==> src/rtl/pc_redirect.sv <==
// pc_redirect: fetch program counter and control-transfer redirect unit.
// It resolves conditional branches, JAL and JALR in the EX stage and steers
// the fetch PC to the computed target. A one-cycle SQUASH state then flushes
// the wrong-path instruction in ID and EX. It also keeps 32-bit counters of
// resolved and taken conditional branches.
module pc_redirect #(
    parameter int                 DWIDTH   = 32,
    parameter logic [DWIDTH-1:0]  BASEADDR = 32'h0100_0000
) (
    input  logic              clk,
    input  logic              reset,
    input  logic              stall_i,
    input  logic              ex_valid_i,
    input  logic [6:0]        ex_opcode_i,
    input  logic [2:0]        ex_funct3_i,
    input  logic [DWIDTH-1:0] ex_pc_i,
    input  logic [DWIDTH-1:0] ex_imm_i,
    input  logic [DWIDTH-1:0] ex_rs1_i,
    input  logic              breq_i,
    input  logic              brlt_i,
    output logic [DWIDTH-1:0] pc_o,
    output logic              flush_o,
    output logic              kill_ex_o,
    output logic              misalign_o,
    output logic [31:0]       branch_count_o,
    output logic [31:0]       taken_count_o
);

    // RV32 control-transfer opcodes
    localparam logic [6:0] OP_BRANCH = 7'b110_0011;
    localparam logic [6:0] OP_JAL    = 7'b110_1111;
    localparam logic [6:0] OP_JALR   = 7'b110_0111;

    // Branch funct3 encodings; 010 and 011 are reserved and never taken
    localparam logic [2:0] F3_BEQ  = 3'b000;
    localparam logic [2:0] F3_BNE  = 3'b001;
    localparam logic [2:0] F3_BLT  = 3'b100;
    localparam logic [2:0] F3_BGE  = 3'b101;
    localparam logic [2:0] F3_BLTU = 3'b110;
    localparam logic [2:0] F3_BGEU = 3'b111;

    // Sequential fetch step, sized to the PC width
    localparam logic [DWIDTH-1:0] PC_STEP = {{(DWIDTH-3){1'b0}}, 3'b100};

    typedef enum logic [0:0] {
        ST_RUN    = 1'b0,
        ST_SQUASH = 1'b1
    } state_t;

    // Target for branches and JAL: PC-relative, wraps modulo 2^DWIDTH
    function automatic logic [DWIDTH-1:0] pc_rel_target(
        input logic [DWIDTH-1:0] base,
        input logic [DWIDTH-1:0] imm
    );
        pc_rel_target = base + imm;
    endfunction

    // Target for JALR: register-relative with bit 0 forced low
    function automatic logic [DWIDTH-1:0] reg_rel_target(
        input logic [DWIDTH-1:0] base,
        input logic [DWIDTH-1:0] imm
    );
        logic [DWIDTH-1:0] sum;
        sum    = base + imm;
        sum[0] = 1'b0;
        reg_rel_target = sum;
    endfunction

    // A target is misaligned when it is not on a 4-byte boundary
    function automatic logic is_misaligned(input logic [DWIDTH-1:0] addr);
        is_misaligned = (addr[1:0] != 2'b00);
    endfunction

    state_t              state_r;
    state_t              state_next_s;
    logic [DWIDTH-1:0]   pc_r;
    logic [DWIDTH-1:0]   pc_next_s;
    logic                flush_r;
    logic                kill_ex_r;
    logic                misalign_r;
    logic [31:0]         branch_count_r;
    logic [31:0]         taken_count_r;

    logic                is_branch_s;
    logic                is_jal_s;
    logic                is_jalr_s;
    logic                branch_cond_s;
    logic                resolve_en_s;
    logic                redirect_s;
    logic                count_branch_s;
    logic                count_taken_s;
    logic [DWIDTH-1:0]   target_s;

    // Decode the EX opcode into control-transfer classes
    always_comb begin
        is_branch_s = 1'b0;
        is_jal_s    = 1'b0;
        is_jalr_s   = 1'b0;
        case (ex_opcode_i)
            OP_BRANCH: is_branch_s = 1'b1;
            OP_JAL:    is_jal_s    = 1'b1;
            OP_JALR:   is_jalr_s   = 1'b1;
            default: begin
                is_branch_s = 1'b0;
                is_jal_s    = 1'b0;
                is_jalr_s   = 1'b0;
            end
        endcase
    end

    // Evaluate the branch condition selected by funct3
    always_comb begin
        branch_cond_s = 1'b0;
        case (ex_funct3_i)
            F3_BEQ:  branch_cond_s = breq_i;
            F3_BNE:  branch_cond_s = ~breq_i;
            F3_BLT:  branch_cond_s = brlt_i;
            F3_BGE:  branch_cond_s = ~brlt_i;
            F3_BLTU: branch_cond_s = brlt_i;
            F3_BGEU: branch_cond_s = ~brlt_i;
            default: branch_cond_s = 1'b0;
        endcase
    end

    // Resolve the EX instruction: only real instructions in RUN may redirect or count
    always_comb begin
        resolve_en_s   = (state_r == ST_RUN) && ex_valid_i;
        redirect_s     = 1'b0;
        count_branch_s = 1'b0;
        count_taken_s  = 1'b0;
        if (resolve_en_s) begin
            redirect_s     = is_jal_s || is_jalr_s || (is_branch_s && branch_cond_s);
            count_branch_s = is_branch_s;
            count_taken_s  = is_branch_s && branch_cond_s;
        end else begin
            redirect_s     = 1'b0;
            count_branch_s = 1'b0;
            count_taken_s  = 1'b0;
        end
    end

    // Select the redirect target for the EX instruction class
    always_comb begin
        target_s = pc_rel_target(ex_pc_i, ex_imm_i);
        if (is_jalr_s) begin
            target_s = reg_rel_target(ex_rs1_i, ex_imm_i);
        end else begin
            target_s = pc_rel_target(ex_pc_i, ex_imm_i);
        end
    end

    // Next-state logic: a redirect opens a single SQUASH cycle
    always_comb begin
        state_next_s = state_r;
        case (state_r)
            ST_RUN: begin
                if (redirect_s) begin
                    state_next_s = ST_SQUASH;
                end else begin
                    state_next_s = ST_RUN;
                end
            end
            ST_SQUASH: state_next_s = ST_RUN;
            default:   state_next_s = ST_RUN;
        endcase
    end

    // Next fetch PC: redirect beats stall; SQUASH always advances sequentially
    always_comb begin
        pc_next_s = pc_r;
        case (state_r)
            ST_RUN: begin
                if (redirect_s) begin
                    pc_next_s = target_s;
                end else if (stall_i) begin
                    pc_next_s = pc_r;
                end else begin
                    pc_next_s = pc_r + PC_STEP;
                end
            end
            ST_SQUASH: pc_next_s = pc_r + PC_STEP;
            default:   pc_next_s = BASEADDR;
        endcase
    end

    // FSM state register
    always_ff @(posedge clk) begin
        if (reset) begin
            state_r <= ST_RUN;
        end else begin
            state_r <= state_next_s;
        end
    end

    // Fetch PC register
    always_ff @(posedge clk) begin
        if (reset) begin
            pc_r <= BASEADDR;
        end else begin
            pc_r <= pc_next_s;
        end
    end

    // Registered squash controls and misalignment pulse for the cycle after a redirect
    always_ff @(posedge clk) begin
        if (reset) begin
            flush_r    <= 1'b0;
            kill_ex_r  <= 1'b0;
            misalign_r <= 1'b0;
        end else begin
            flush_r    <= (state_next_s == ST_SQUASH);
            kill_ex_r  <= (state_next_s == ST_SQUASH);
            misalign_r <= redirect_s && is_misaligned(target_s);
        end
    end

    // Conditional-branch statistics; both counters wrap silently
    always_ff @(posedge clk) begin
        if (reset) begin
            branch_count_r <= 32'h0000_0000;
            taken_count_r  <= 32'h0000_0000;
        end else begin
            if (count_branch_s) begin
                branch_count_r <= branch_count_r + 32'h0000_0001;
            end
            if (count_taken_s) begin
                taken_count_r <= taken_count_r + 32'h0000_0001;
            end
        end
    end

    assign pc_o           = pc_r;
    assign flush_o        = flush_r;
    assign kill_ex_o      = kill_ex_r;
    assign misalign_o     = misalign_r;
    assign branch_count_o = branch_count_r;
    assign taken_count_o  = taken_count_r;

endmodule
==> config.mk <==
export PLATFORM = sky130hd
export DESIGN_NAME = pc_redirect
export DESIGN_NICKNAME = d
export VERILOG_FILES = /design/src/rtl/pc_redirect.sv
export SDC_FILE = /design/constraint.sdc
export NUM_CORES = 1
export LEC_CHECK = 0
export BUFFER_PORTS_ARGS = -buffer_cell sky130_fd_sc_hd__buf_4
export CORE_MARGIN = 2
export CORE_UTILIZATION = 40
export DETAILED_ROUTE_END_ITERATION = 7
export PLACE_DENSITY_LB_ADDON = 0.2
export SLEW_MARGIN = 20
export SYNTH_ARGS = -nofsm -noshare
export SYNTH_HDL_FRONTEND = slang
export SYNTH_SLANG_ARGS = --single-unit
export TNS_END_PERCENT = 100
==> constraint.sdc <==
create_clock -name clk -period 2.5 [get_ports clk]
set_input_delay 0 -clock clk [delete_from_list [all_inputs] [get_ports clk]]
set_output_delay 0 -clock clk [all_outputs]
set_load 0.01 [all_outputs]
==> impl_metrics.env <==
export IMPL_yosysTopAreaCell="dfxtp_1"
export IMPL_cp_arrival_ns=2.45
export IMPL_yosysUniqueCellTypes=76
export IMPL_setup_viol=0
export IMPL_yosys_top_cells_area="dfxtp_1 24%, ha_1 9.8%, xor2_1 6.7%"
export IMPL_rsz0062_at_grt="false"
export IMPL_rows=52
export IMPL_synth_top_cell_area_share=0.239
export IMPL_port_buffers=210
export IMPL_cts_buffer_depth=2
export IMPL_dieWidth_um=147
export IMPL_cts_reportedPaths_clkPinSlew_ns=0.08
export IMPL_post_route_min_period_ns=2.24
export IMPL_crit_path_start_kind="register"
export IMPL_max_vdd_ir_drop_mv=0.280
export IMPL_io_pins=211
export IMPL_cts_root_buf="clkbuf_16"
export IMPL_yosys_warnings=0
export IMPL_fin_cells=1565
export IMPL_grt_pass1_wl_um=41000
export IMPL_drtAntennaViolNets=0
export IMPL_hold_path_startpoint="ex_pc_i[31]"
export IMPL_ys_seq_area_frac=0.239
export IMPL_drive_gt1_frac=0.238
export IMPL_nets=1468
export IMPL_max_cap_viol_count=0
export IMPL_htreeDepth=3
export IMPL_slew_headroom=0.581
export IMPL_dr_pass1_iters=5
export IMPL_gr_total_overflow=0
export IMPL_start_util=0.407
export IMPL_grt_pass1_vias=7937
export IMPL_clock_sinks=98
export IMPL_ctsResizeCount=0
export IMPL_async_flop_share=0
export IMPL_synth_edf_count=0
export IMPL_dp_hpwl_um=20600
export IMPL_p_per_area_nw_per_um2=405
export IMPL_avgRoutedWirePerCell_um=16.3
export IMPL_startpoint="kill_ex_o"
export IMPL_outcome="finished, final reports clean"
export IMPL_end_kind="register"
export IMPL_area_growth_pct=30.1
export IMPL_drc=0
export IMPL_path_class="register to register"
export IMPL_die_h_um=147
export IMPL_placed_cells=1549
export IMPL_clock_fmax_mhz=446
export IMPL_core_area_um2=20200
export IMPL_synth_nets=1227
export IMPL_routabilityCongestion=0.944
export IMPL_hold_path_class="input port to register"
export IMPL_fill_cells=1999
export IMPL_p_leak_nw=4.56
export IMPL_synthFlopType="dfxtp_1"
export IMPL_vias=8684
export IMPL_viasPerCell=5.55
export IMPL_cts_tree="done"
export IMPL_routed_wl_um=25600
export IMPL_tightest_slew_ns=0.629
export IMPL_maxSlewViolCount=0
export IMPL_grt_max_degree=58
export IMPL_dieArea_um2=21700
export IMPL_track_usage=0.230
export IMPL_syn_area_um2=8200
export IMPL_hold_violations=0
export IMPL_setup_ws_ns=0.257
export IMPL_cts_made_buffers=9
export IMPL_synth_avg_cell_area_um2=7.82
export IMPL_insertion_delay_ns=0.35
export IMPL_cts_hold_buf=0
export IMPL_ys_ff_latch=98
export IMPL_finalCritPeriodShare=0.897
export IMPL_cts_setup_buffers=0
export IMPL_path_max_fanout=8
export IMPL_finClkSkew_ns=0.00983
export IMPL_place_ws_ns=-0.0355
export IMPL_syn_inst=1049
export IMPL_drt_iter0_drc=534
export IMPL_diodes=0
export IMPL_required_ns=2.71
export IMPL_reg2reg_from="kill_ex_o"
export IMPL_antenna_found_initial=0
==> per-stage QoR <==
| stage | util | cell area, µm² | hold WS (ns) | total power, W | setup TNS [ns] |
|---|---|---|---|---|---|
| after CTS | 0.529 | 10700 | 0.0361 | 0.00434 | 0 |
| after global placement | 0.513 | 10400 | 0.396 | 0.00287 | 0 |
| final | 0.529 | 10700 | 0.0452 | 0.00432 | 0 |
| after detailed placement | 0.513 | 10400 | 0.391 | 0.00287 | -0.0370 |
| after global routing | 0.529 | 10700 | 0.0855 | 0.00455 | 0 |
| after floorplan | - | 8200 | 0.232 | 0.00242 | 0 |
==> final cells by class <==
| class | count | area, µm² | share of cell area |
|---|---|---|---|
| Clock buffer | 10 | 239 | 0.0224 |
| Clock inverter | 6 | 72.6 | 0.00680 |
| Inverter | 20 | 75.1 | 0.00703 |
| Multi-Input combinational cell | 892 | 5970 | 0.559 |
| Sequential cell | 98 | 1960 | 0.184 |
| Tap cell | 270 | 338 | 0.0317 |
| Timing Repair Buffer | 269 | 2020 | 0.189 |
==> synthesized netlist by cell type, drive strengths merged, types with 7 or more instances <==
| cell | number |
|---|---|
| nand3 | 40 |
| and2 | 7 |
| o31ai | 7 |
| buf | 13 |
| nand2 | 104 |
| a221oi | 8 |
| o21ai | 59 |
| a21oi | 91 |
| a21o | 24 |
| nor3 | 23 |
| ha | 64 |
| and3 | 19 |
| nor2b | 7 |
| a311oi | 7 |
| nand4 | 36 |
| nor2 | 100 |
| and4 | 17 |
| xnor2 | 55 |
| clkbuf | 26 |
| or2 | 7 |
| dfxtp | 98 |
| xor2 | 63 |
| o21a | 14 |
| a211oi | 23 |
| or3 | 22 |
| inv | 20 |
| a31oi | 8 |
| nand2b | 12 |
==> report_power, final <==
group / internal (W) / switching, W / total [W] / leakage [nW]
clock: 0.000815 / 0.000646 / 0.00146 / 0.150
sequential: 0.00157 / 0.0000114 / 0.00158 / 0.790
combinational: 0.000595 / 0.000685 / 0.00128 / 3.62
total: 0.00298 / 0.00134 / 0.00432 / 4.56
==> cell families after synthesis <==
family,count (synthesis),share of synthesized area
and+or+nand+nor,409,0.251
AOI/OAI and AO/OA,295,0.242
xor gates and xnor gates,118,0.126
DFF,98,0.239
adders and majority gates,66,0.103
buffers and inverters,59,0.0345
muxes,4,0.00488
==> routing by layer <==
| layer | wire [µm] | GRT usage | part of all wire |
|---|---|---|---|
| met1 | 11700 | 0.321 | 0.46 |
| met2 | 11600 | 0.372 | 0.45 |
| met3 | 1660 | 0.0255 | 0.065 |
| met4 | 594 | 0.0726 | 0.023 |
| met5 | 0 | 0 | 0 |
==> flip-flops by register name (all words and copies together) (netlist names) <==
name / count
taken_count_o: 32
pc_o: 32
branch_count_o: 32
misalign_o: 1
kill_ex_o: 1
==> critical path: stages, from the launching register on <==
cell and delay [ns]:
dfxtp_1 0.37, nor2b_1 0.16, and4_1 0.33, nand4_2 0.24
or2_1 0.38, nor2_1 0.28, nand4_1 0.15, xor2_1 0.15
nor2_1 0.05
==> placed cells by master, fill, tap and decap left out, types with 20 or more instances in the layout <==
master	synthesis	final
nor3_1	23	23
or3_1	22	22
a21oi_1	90	90
nand4_1	34	34
dfxtp_1	98	98
ha_1	64	64
a211oi_1	21	21
nand3_1	40	40
buf_4	3	269
xor2_1	63	63
nor2_1	99	99
xnor2_1	55	55
nand2_1	103	103
a21o_1	24	24
inv_1	20	20
o21ai_0	53	53
==> path summary, 6_finish.rpt <==
check | slack, ns | to | cells after the start
min | 0.05 | pc_o[31] | 4
max | 0.26 | branch_count_o[31] | 8
max reg2reg | 0.26 | branch_count_o[31] | 8
min reg2reg | 0.46 | pc_o[0] | 2
Note: power is estimated with default switching activity, not from simulation.
